File: config.mk
export PLATFORM = sky130hd
export DESIGN_NAME = pipe_ctrl
export DESIGN_NICKNAME = d
export VERILOG_FILES = /design/src/rtl/pipe_pkg.sv /design/src/rtl/sat_counter.sv /design/src/rtl/pipe_ctrl.sv
export SDC_FILE = /design/constraint.sdc
export NUM_CORES = 1
export LEC_CHECK = 0
export ABC_CLOCK_PERIOD_IN_PS = 4300
export BUFFER_PORTS_ARGS = -buffer_cell sky130_fd_sc_hd__buf_4
export CORE_ASPECT_RATIO = 1.4
export CORE_UTILIZATION = 43
export DETAILED_ROUTE_END_ITERATION = 12
export GPL_TIMING_DRIVEN = 0
export MAX_ROUTING_LAYER = met4
export PLACE_DENSITY_LB_ADDON = 0.12
export SKIP_CTS_REPAIR_TIMING = 1
export SYNTH_ARGS = -nofsm -noshare
export SYNTH_HDL_FRONTEND = slang
export SYNTH_SLANG_ARGS = --single-unit
File: constraint.sdc
create_clock -name clk -period 4.3 [get_ports clk]
set_input_delay 0.43 -clock clk [delete_from_list [all_inputs] [get_ports clk]]
set_output_delay 0.43 -clock clk [all_outputs]
set_load 0.005 [all_outputs]
File: src/rtl/pipe_pkg.sv
// Shared definitions for the five-stage microinstruction pipeline controller:
// FSM encoding, stage indices and microinstruction T-bit positions.
package pipe_pkg;

    typedef enum logic [1:0] {
        ST_IDLE  = 2'd0,
        ST_RUN   = 2'd1,
        ST_DRAIN = 2'd2,
        ST_HALT  = 2'd3
    } pipe_state_e;

    localparam int NUM_STAGES = 5;

    // Bit positions inside stage_en / valid (stage i+1 lives at bit i).
    localparam int STG_FETCH   = 0;
    localparam int STG_DECODE  = 1;
    localparam int STG_OPFETCH = 2;
    localparam int STG_EXEC    = 3;
    localparam int STG_WB      = 4;

    // Microinstruction T-bit indices, consumed by the hazard-detection unit.
    localparam int WR_READ  = 0;
    localparam int WR_WRITE = 1;
    localparam int R_READ   = 2;
    localparam int R_WRITE  = 3;
    localparam int C_READ   = 4;
    localparam int C_WRITE  = 5;
    localparam int PC_WRITE = 6;
    localparam int T_BITS   = 7;

    localparam logic [NUM_STAGES-1:0] EN_NONE  = 5'b00000;
    localparam logic [NUM_STAGES-1:0] EN_STALL = 5'b11100;

    // Stage enables while advancing: everything moves, fetch only when allowed.
    function automatic logic [NUM_STAGES-1:0] advance_en(input logic fetch_on);
        return {4'b1111, fetch_on};
    endfunction

endpackage

File: src/rtl/sat_counter.sv
// Saturating up-counter used for the pipeline performance counters.
// Synchronous clear has priority over increment; the count sticks at all-ones.
module sat_counter #(
    parameter int CNT_W = 16
) (
    input  logic             clk,
    input  logic             clear,
    input  logic             inc,
    output logic [CNT_W-1:0] o_count
);

    logic [CNT_W-1:0] r_count;
    logic             w_at_max;

    assign w_at_max = (r_count == {CNT_W{1'b1}});

    always_ff @(posedge clk) begin
        if (clear) begin
            r_count <= '0;
        end else if (inc && !w_at_max) begin
            r_count <= r_count + CNT_W'(1);
        end
    end

    assign o_count = r_count;

endmodule

File: src/rtl/pipe_ctrl.sv
// Five-stage microinstruction pipeline controller: fetch PC, stage enables,
// stall bubbles, branch flushes and halt/drain. Counters need PIPE_PERF_CNT_EN.
module pipe_ctrl
    import pipe_pkg::*;
#(
    parameter int PC_W  = 8,
    parameter int CNT_W = 16
) (
    input  logic              clk,
    input  logic              rst,
    input  logic              hold,
    input  logic              branch_update,
    input  logic              branch_taken,
    input  logic [PC_W-1:0]   branch_target,
    input  logic              halt_req,
    input  logic              resume,
    output logic [PC_W-1:0]   pc,
    output logic [4:0]        stage_en,
    output logic [4:0]        valid,
    output logic              bubble,
    output logic              flush,
    output logic              halted,
    output logic [CNT_W-1:0]  stall_cnt,
    output logic [CNT_W-1:0]  flush_cnt,
    output pipe_state_e       o_dbg_state
);

    pipe_state_e      r_state;
    pipe_state_e      w_next_state;
    logic [PC_W-1:0]  r_pc;
    logic [PC_W-1:0]  w_pc_next;
    logic [4:0]       r_valid;
    logic [4:0]       w_valid_next;
    logic [4:0]       w_stage_en;
    logic             w_bubble;
    logic             w_flush;
    logic             w_halted;
    logic             w_taken;
    logic             w_fetch_on;

    assign w_taken    = branch_update & branch_taken;
    // Fetch runs only in RUN and stops in the very cycle a halt is requested.
    assign w_fetch_on = (r_state == ST_RUN) && !halt_req;

    always_ff @(posedge clk) begin
        if (rst) begin
            r_state <= ST_IDLE;
            r_pc    <= '0;
            r_valid <= '0;
        end else begin
            r_state <= w_next_state;
            r_pc    <= w_pc_next;
            r_valid <= w_valid_next;
        end
    end

    always_comb begin
        w_next_state = r_state;
        w_pc_next    = r_pc;
        w_valid_next = r_valid;
        w_stage_en   = EN_NONE;
        w_bubble     = 1'b0;
        w_flush      = 1'b0;
        w_halted     = 1'b0;

        unique case (r_state)
            ST_IDLE: begin
                w_next_state = ST_RUN;
            end

            ST_RUN, ST_DRAIN: begin
                // Execute and writeback always advance; only stages 1-3 react to events.
                w_valid_next[STG_WB]   = r_valid[STG_EXEC];
                w_valid_next[STG_EXEC] = r_valid[STG_OPFETCH];

                if (w_taken) begin
                    w_flush    = 1'b1;
                    w_pc_next  = branch_target;
                    w_stage_en = advance_en(w_fetch_on);
                    w_valid_next[STG_OPFETCH:STG_FETCH] = '0;
                end else if (hold) begin
                    w_bubble   = 1'b1;
                    w_stage_en = EN_STALL;
                    w_valid_next[STG_OPFETCH] = 1'b0;
                    w_valid_next[STG_DECODE]  = r_valid[STG_DECODE];
                    w_valid_next[STG_FETCH]   = w_fetch_on & r_valid[STG_FETCH];
                end else begin
                    w_stage_en = advance_en(w_fetch_on);
                    w_valid_next[STG_OPFETCH] = r_valid[STG_DECODE];
                    w_valid_next[STG_DECODE]  = r_valid[STG_FETCH];
                    w_valid_next[STG_FETCH]   = w_fetch_on;
                    if (w_fetch_on) begin
                        w_pc_next = r_pc + PC_W'(1);
                    end
                end

                if ((r_state == ST_RUN) && halt_req) begin
                    w_next_state = ST_DRAIN;
                end else if ((r_state == ST_DRAIN) &&
                             (w_valid_next[STG_WB:STG_DECODE] == 4'b0000)) begin
                    w_next_state = ST_HALT;
                end
            end

            ST_HALT: begin
                w_halted     = 1'b1;
                w_valid_next = '0;
                if (resume) begin
                    w_next_state = ST_RUN;
                end
            end

            default: begin
                w_next_state = ST_IDLE;
            end
        endcase
    end

    assign pc          = r_pc;
    assign valid       = r_valid;
    assign stage_en    = w_stage_en;
    assign bubble      = w_bubble;
    assign flush       = w_flush;
    assign halted      = w_halted;
    assign o_dbg_state = r_state;

`ifdef PIPE_PERF_CNT_EN
    sat_counter #(.CNT_W(CNT_W)) u_stall_cnt (
        .clk     (clk),
        .clear   (rst),
        .inc     (w_bubble),
        .o_count (stall_cnt)
    );

    sat_counter #(.CNT_W(CNT_W)) u_flush_cnt (
        .clk     (clk),
        .clear   (rst),
        .inc     (w_flush),
        .o_count (flush_cnt)
    );
`else
    assign stall_cnt = '0;
    assign flush_cnt = '0;
`endif

endmodule
* Yosys cells after proc, flatten, opt, wreduce, memory -nomap -nowiden
Cells that the tools add are included.
** Cells by class
- Add/subtract/negate cells :: 1
- Equality and inequality tests :: 6
- Muxes and demuxes :: 20
- Bitwise gates (word level) :: 2
- Reductions and logical operators :: 11
** Operators by type and width (count)
- 8-bit two-way mux :: 3
- 2-bit two-way mux :: 5
- 5-bit one-hot mux with 2 select lines :: 1
- 3-bit two-way mux :: 3
- 8-bit by 1-bit adder with 8-bit output, second input constant :: 1
- 1-bit two-way mux :: 6
- 2-bit one-hot mux with 3 select lines :: 1
- 5-bit two-way mux :: 1
- 2-bit == test, second input constant :: 2
- 4-bit zero test :: 1
- 2-bit nonzero test :: 2
- 1-bit logical AND :: 3
- 3-bit != test, second input constant :: 1
- 3-bit AND reduction :: 1
- 1-bit bitwise AND :: 2
- 2-bit by 1-bit == test with 1-bit output, second input constant :: 1
- 2-bit zero test :: 1
- 2-bit by 1-bit != test with 1-bit output, second input constant :: 1
- 2-bit != test, second input constant :: 1
- 2-bit AND reduction :: 1
- 2-bit OR reduction :: 1
- 1-bit zero test :: 1
** Word-level totals
- Register bits after elaboration :: 15
- Input bits :: 15
- Output and inout bits :: 55
- Logic and storage cells :: 43

* Logic depth before layout (Yosys ltp)
- Depth after elaboration :: 11
- Gate-level depth with buffers :: 6
- Mapped depth without buffers :: 6

* Least setup slack after synthesis
Ideal clock, no wire load.
- Path kind :: flip-flop to output port
- From :: reg r_state[1] (netlist: o_dbg_state[1])
- To :: out stage_en[0]
- Arrival time :: 1399 ps
- Required time :: 3870 ps
- Setup slack :: 2471 ps
- Cell stages (with the launch flop) :: 5
- Path buffers :: 0
- Path through :: dfxtp_1 > inv_1 > ha_1 > a21boi_0 > and3_1
** On the way
- Longest elaborated chain between the ends :: 5
- Elaborated cells between the ends (all ways) :: 7
- Those cells by class :: eq/ne (2); mux (3); reduce/logical (2)
** Ends and longest elaborated chain
- start: declaration :: RTL line pipe_ctrl.sv:28 : pipe_state_e r_state;
- start signal: assignment :: RTL line pipe_ctrl.sv:51 : r_state <= w_next_state;
- 2-bit by 1-bit == test with 1-bit output :: RTL line pipe_ctrl.sv:43, pipe_ctrl.sv:66
- 1-bit logical AND :: RTL line pipe_ctrl.sv:43 : assign w_fetch_on = (r_state == ST_RUN) && !halt_req;
- 2-bit two-way mux :: RTL line pipe_ctrl.sv:81 : end else if (hold) begin
- 2-bit two-way mux :: RTL line pipe_ctrl.sv:76 : if (w_taken) begin
- 5-bit two-way mux (*) :: RTL line pipe_ctrl.sv:66 : unique case (r_state)
- end: declaration :: RTL line pipe_ctrl.sv:18 : output logic [4:0] stage_en,
Mark *: on every way between the ends. The rest lies on a longest branch, timed or not.

* Worst setup path after layout
- From :: reg r_state[0] (netlist: o_dbg_state[0])
- To :: out stage_en[0]
The elaborated chain is that of the path after synthesis.

==> metrics <==
Initial Utilization=0.451; drt drc=0; CTS clk-pin slew, worst paths=0.09 ns; crit path max fanout=11; port bufs=37; First-pass DRT Iterations=4; Final #Nets=between 200 and 250; Die ar.=2960 um^2; initial antenna violation count=0; Startpoint Class=register; Worst VDD drop=between 0.00015 and 0.0002 V; Post-Syn Instances=150; Synth Register Bits=15; Leak=0.838 nW; crit path DAT=approximately 1.9 ns; Distinct cells, synth=35; DP HPWL=approximately 2200 um; syn avg cell area=between 7 and 8 um^2; cts bufs inserted=3; outcome=completed; Die Ht=between 60 and 70 um; FP Rows=22; total routed wirelength=about 2700 um; Core Box Area=approximately 2600 um^2; layout cells sized above 1=0.360; routed len/inst=~11 um; vias in the first global route=between 900 and 1000; Final period util=0.542; clk root buf=clkbuf_4; CTS Buffer Depth=2; Iteration-0 DRC Markers=26; Netlist Area Pre-Place=1180 um^2; RR Startpoint=o_dbg_state[0]$_SDFFE_PP0P_; Critical path origin=o_dbg_state[0]$_SDFFE_PP0P_; Power Dens Cells=roughly 230 nW/um^2; via count=between 1000 and 1500; H-tree depth=1; largest net degree at the start of global routing=12; Vias/cell=4.62; Crit Reg-Reg Endpoint=pc[0]$_SDFFE_PP0P_; Area Growth Syn to Fin=39.6%; worst r2r path cells=5; Max-cap violations=0; die span in x=between 40 and 50 um; commonest non-fill, non-tap cell in the layout=buf_4; clock sink count=15; RSZ-0062 raised after global routing=false; total track usage=0.191; most frequent cells in the layout=buf_4 (73), conb_1 (32), a21oi_1 (15), dfxtp_1 (15), nand2_1 (10); Slew Viols, Final=0; grt ovf=0; Fmax achieved=around 430 MHz; Final Util=0.630; Hold Fails Final Rpt=0; R2R Setup Slk=around 2.5 ns; Synth Warn #=0; endpoint class of the critical path=output pin; Final Setup Violations=0; Final Wtd Congestion=between 0.8 and 0.9; n_diodes=0; Data required, critical path=roughly 3.9 ns; Boundary Pins=70; first-pass GRT wire length=roughly 4100 um; latest clock arrival within the worst-skew pair=approximately 0.28 ns; Setup TNS Final=0 ns; fin crit period=~2.3 ns; Setup crit end=stage_en[0]; TritonCTS clock tree=built; Clock Skews=~0.0043 ns; post-synthesis sequential area ratio=0.255; Hold WC Path Type=primary input to register; post-route ant nets=0; crit path kind=register to output pin
==> power breakdown <==
| group | internal, mW | switching, mW | leakage (nW) |
|---|---|---|---|
| registers | 0.145 | 0.00950 | 0.122 |
| logic | 0.0758 | 0.0625 | 0.699 |
| clock network | 0.0345 | 0.0451 | 0.0177 |
| total | 0.256 | 0.117 | 0.838 |
==> through the flow <==
| step | worst slack (ns) | hold slack [ns] | total power, mW | cell area, um^2 | instances |
|---|---|---|---|---|---|
| finish | 1.97 | 0.363 | 0.373 | 1650 | 258 |
| global route | 1.83 | 0.355 | 0.400 | 1650 | 258 |
| CTS | 1.96 | 0.351 | 0.376 | 1650 | 258 |
| detailed placement | 2.30 | 0.493 | 0.295 | 1620 | 254 |
| global placement | 2.33 | 0.473 | 0.293 | 1620 | 254 |
| floorplan | 2.47 | 0.473 | 0.244 | 1300 | 181 |
==> sequential cells by signal (all words and copies together) (netlist names) <==
| register | flops |
|---|---|
| valid | 5 |
| pc | 8 |
| o_dbg_state | 2 |
==> critical path: stages (launching register included) <==
cell and delay (ns):
dfxtp_1 0.41, inv_1 0.11, ha_1 0.52, a21boi_0 0.28, and3_1 0.20, buf_4 0.11
==> Yosys cell counts <==
cell type | n | share of area
and3_1 | 6 | 0.032
a311oi_1 | 2 | 0.015
nand2_1 | 10 | 0.032
a21o_1 | 2 | 0.013
or3_1 | 1 | 0.0053
and4_1 | 2 | 0.015
a21oi_1 | 15 | 0.064
buf_6 | 1 | 0.0095
clkbuf_1 | 2 | 0.0064
nor4bb_1 | 1 | 0.0085
a32oi_1 | 1 | 0.0074
conb_1 | 1 | 0.0032
and2_1 | 2 | 0.011
nor3b_1 | 3 | 0.019
o21ai_4 | 1 | 0.014
a32o_1 | 1 | 0.0085
ha_1 | 5 | 0.053
o31ai_1 | 1 | 0.0064
o21ai_0 | 9 | 0.038
a211oi_1 | 1 | 0.0064
nor3b_2 | 1 | 0.011
inv_1 | 3 | 0.0095
nor2_1 | 9 | 0.029
nor2b_1 | 1 | 0.0053
nand2b_1 | 2 | 0.011
a31oi_1 | 3 | 0.016
o21a_1 | 1 | 0.0064
nand4b_1 | 1 | 0.0074
buf_4 | 36 | 0.23
a21boi_0 | 1 | 0.0064
mux2i_1 | 1 | 0.0085
dfxtp_1 | 15 | 0.25
nor4b_1 | 1 | 0.0074
nand3_1 | 6 | 0.025
nor3_1 | 2 | 0.0085
==> final cells by class <==
class	instances	area, um^2
flip-flops and latches	15	300
clock inverters	1	5.00
well taps	36	45.0
clock buffers	3	22.5
fillers	259	968
multi-input cells	124	696
plain buffers	39	289
repair buffers	37	278
inverters	3	11.3
==> cells by family after synthesis <==
kind of cell | Yosys count | synth area share
AND/OR/NAND/NOR | 48 | 0.226
adder cells (fa/ha/maj) | 5 | 0.0530
buffers and inverters | 42 | 0.255
other | 1 | 0.00318
multiplexers | 1 | 0.00848
AO/OA/AOI/OAI | 38 | 0.200
flip-flops | 15 | 0.255
==> worst min path at each step <==
stage,start,end,cells after the start
6_report,rst,o_dbg_state[1]$_SDFFE_PP0P_,2
2_1_floorplan,pc[7]$_SDFFE_PP0P_,pc[7]$_SDFFE_PP0P_,2
3_5_place_dp,pc[6]$_SDFFE_PP0P_,pc[6]$_SDFFE_PP0P_,2
4_1_cts,rst,o_dbg_state[1]$_SDFFE_PP0P_,2
3_3_place_gp,pc[7]$_SDFFE_PP0P_,pc[7]$_SDFFE_PP0P_,2
5_1_grt,rst,pc[1]$_SDFFE_PP0P_,2
==> metal layers <==
metal / GRT usage / part of all wire / up-vias
met5: - / 0 / -
met4: 0.0772 / 0.0063 / 0
met3: 0.0169 / 0.054 / 2
met2: 0.336 / 0.53 / 41
met1: 0.210 / 0.41 / 541
li1: - / - / 609
Note: power is estimated with default switching activity, not from simulation.
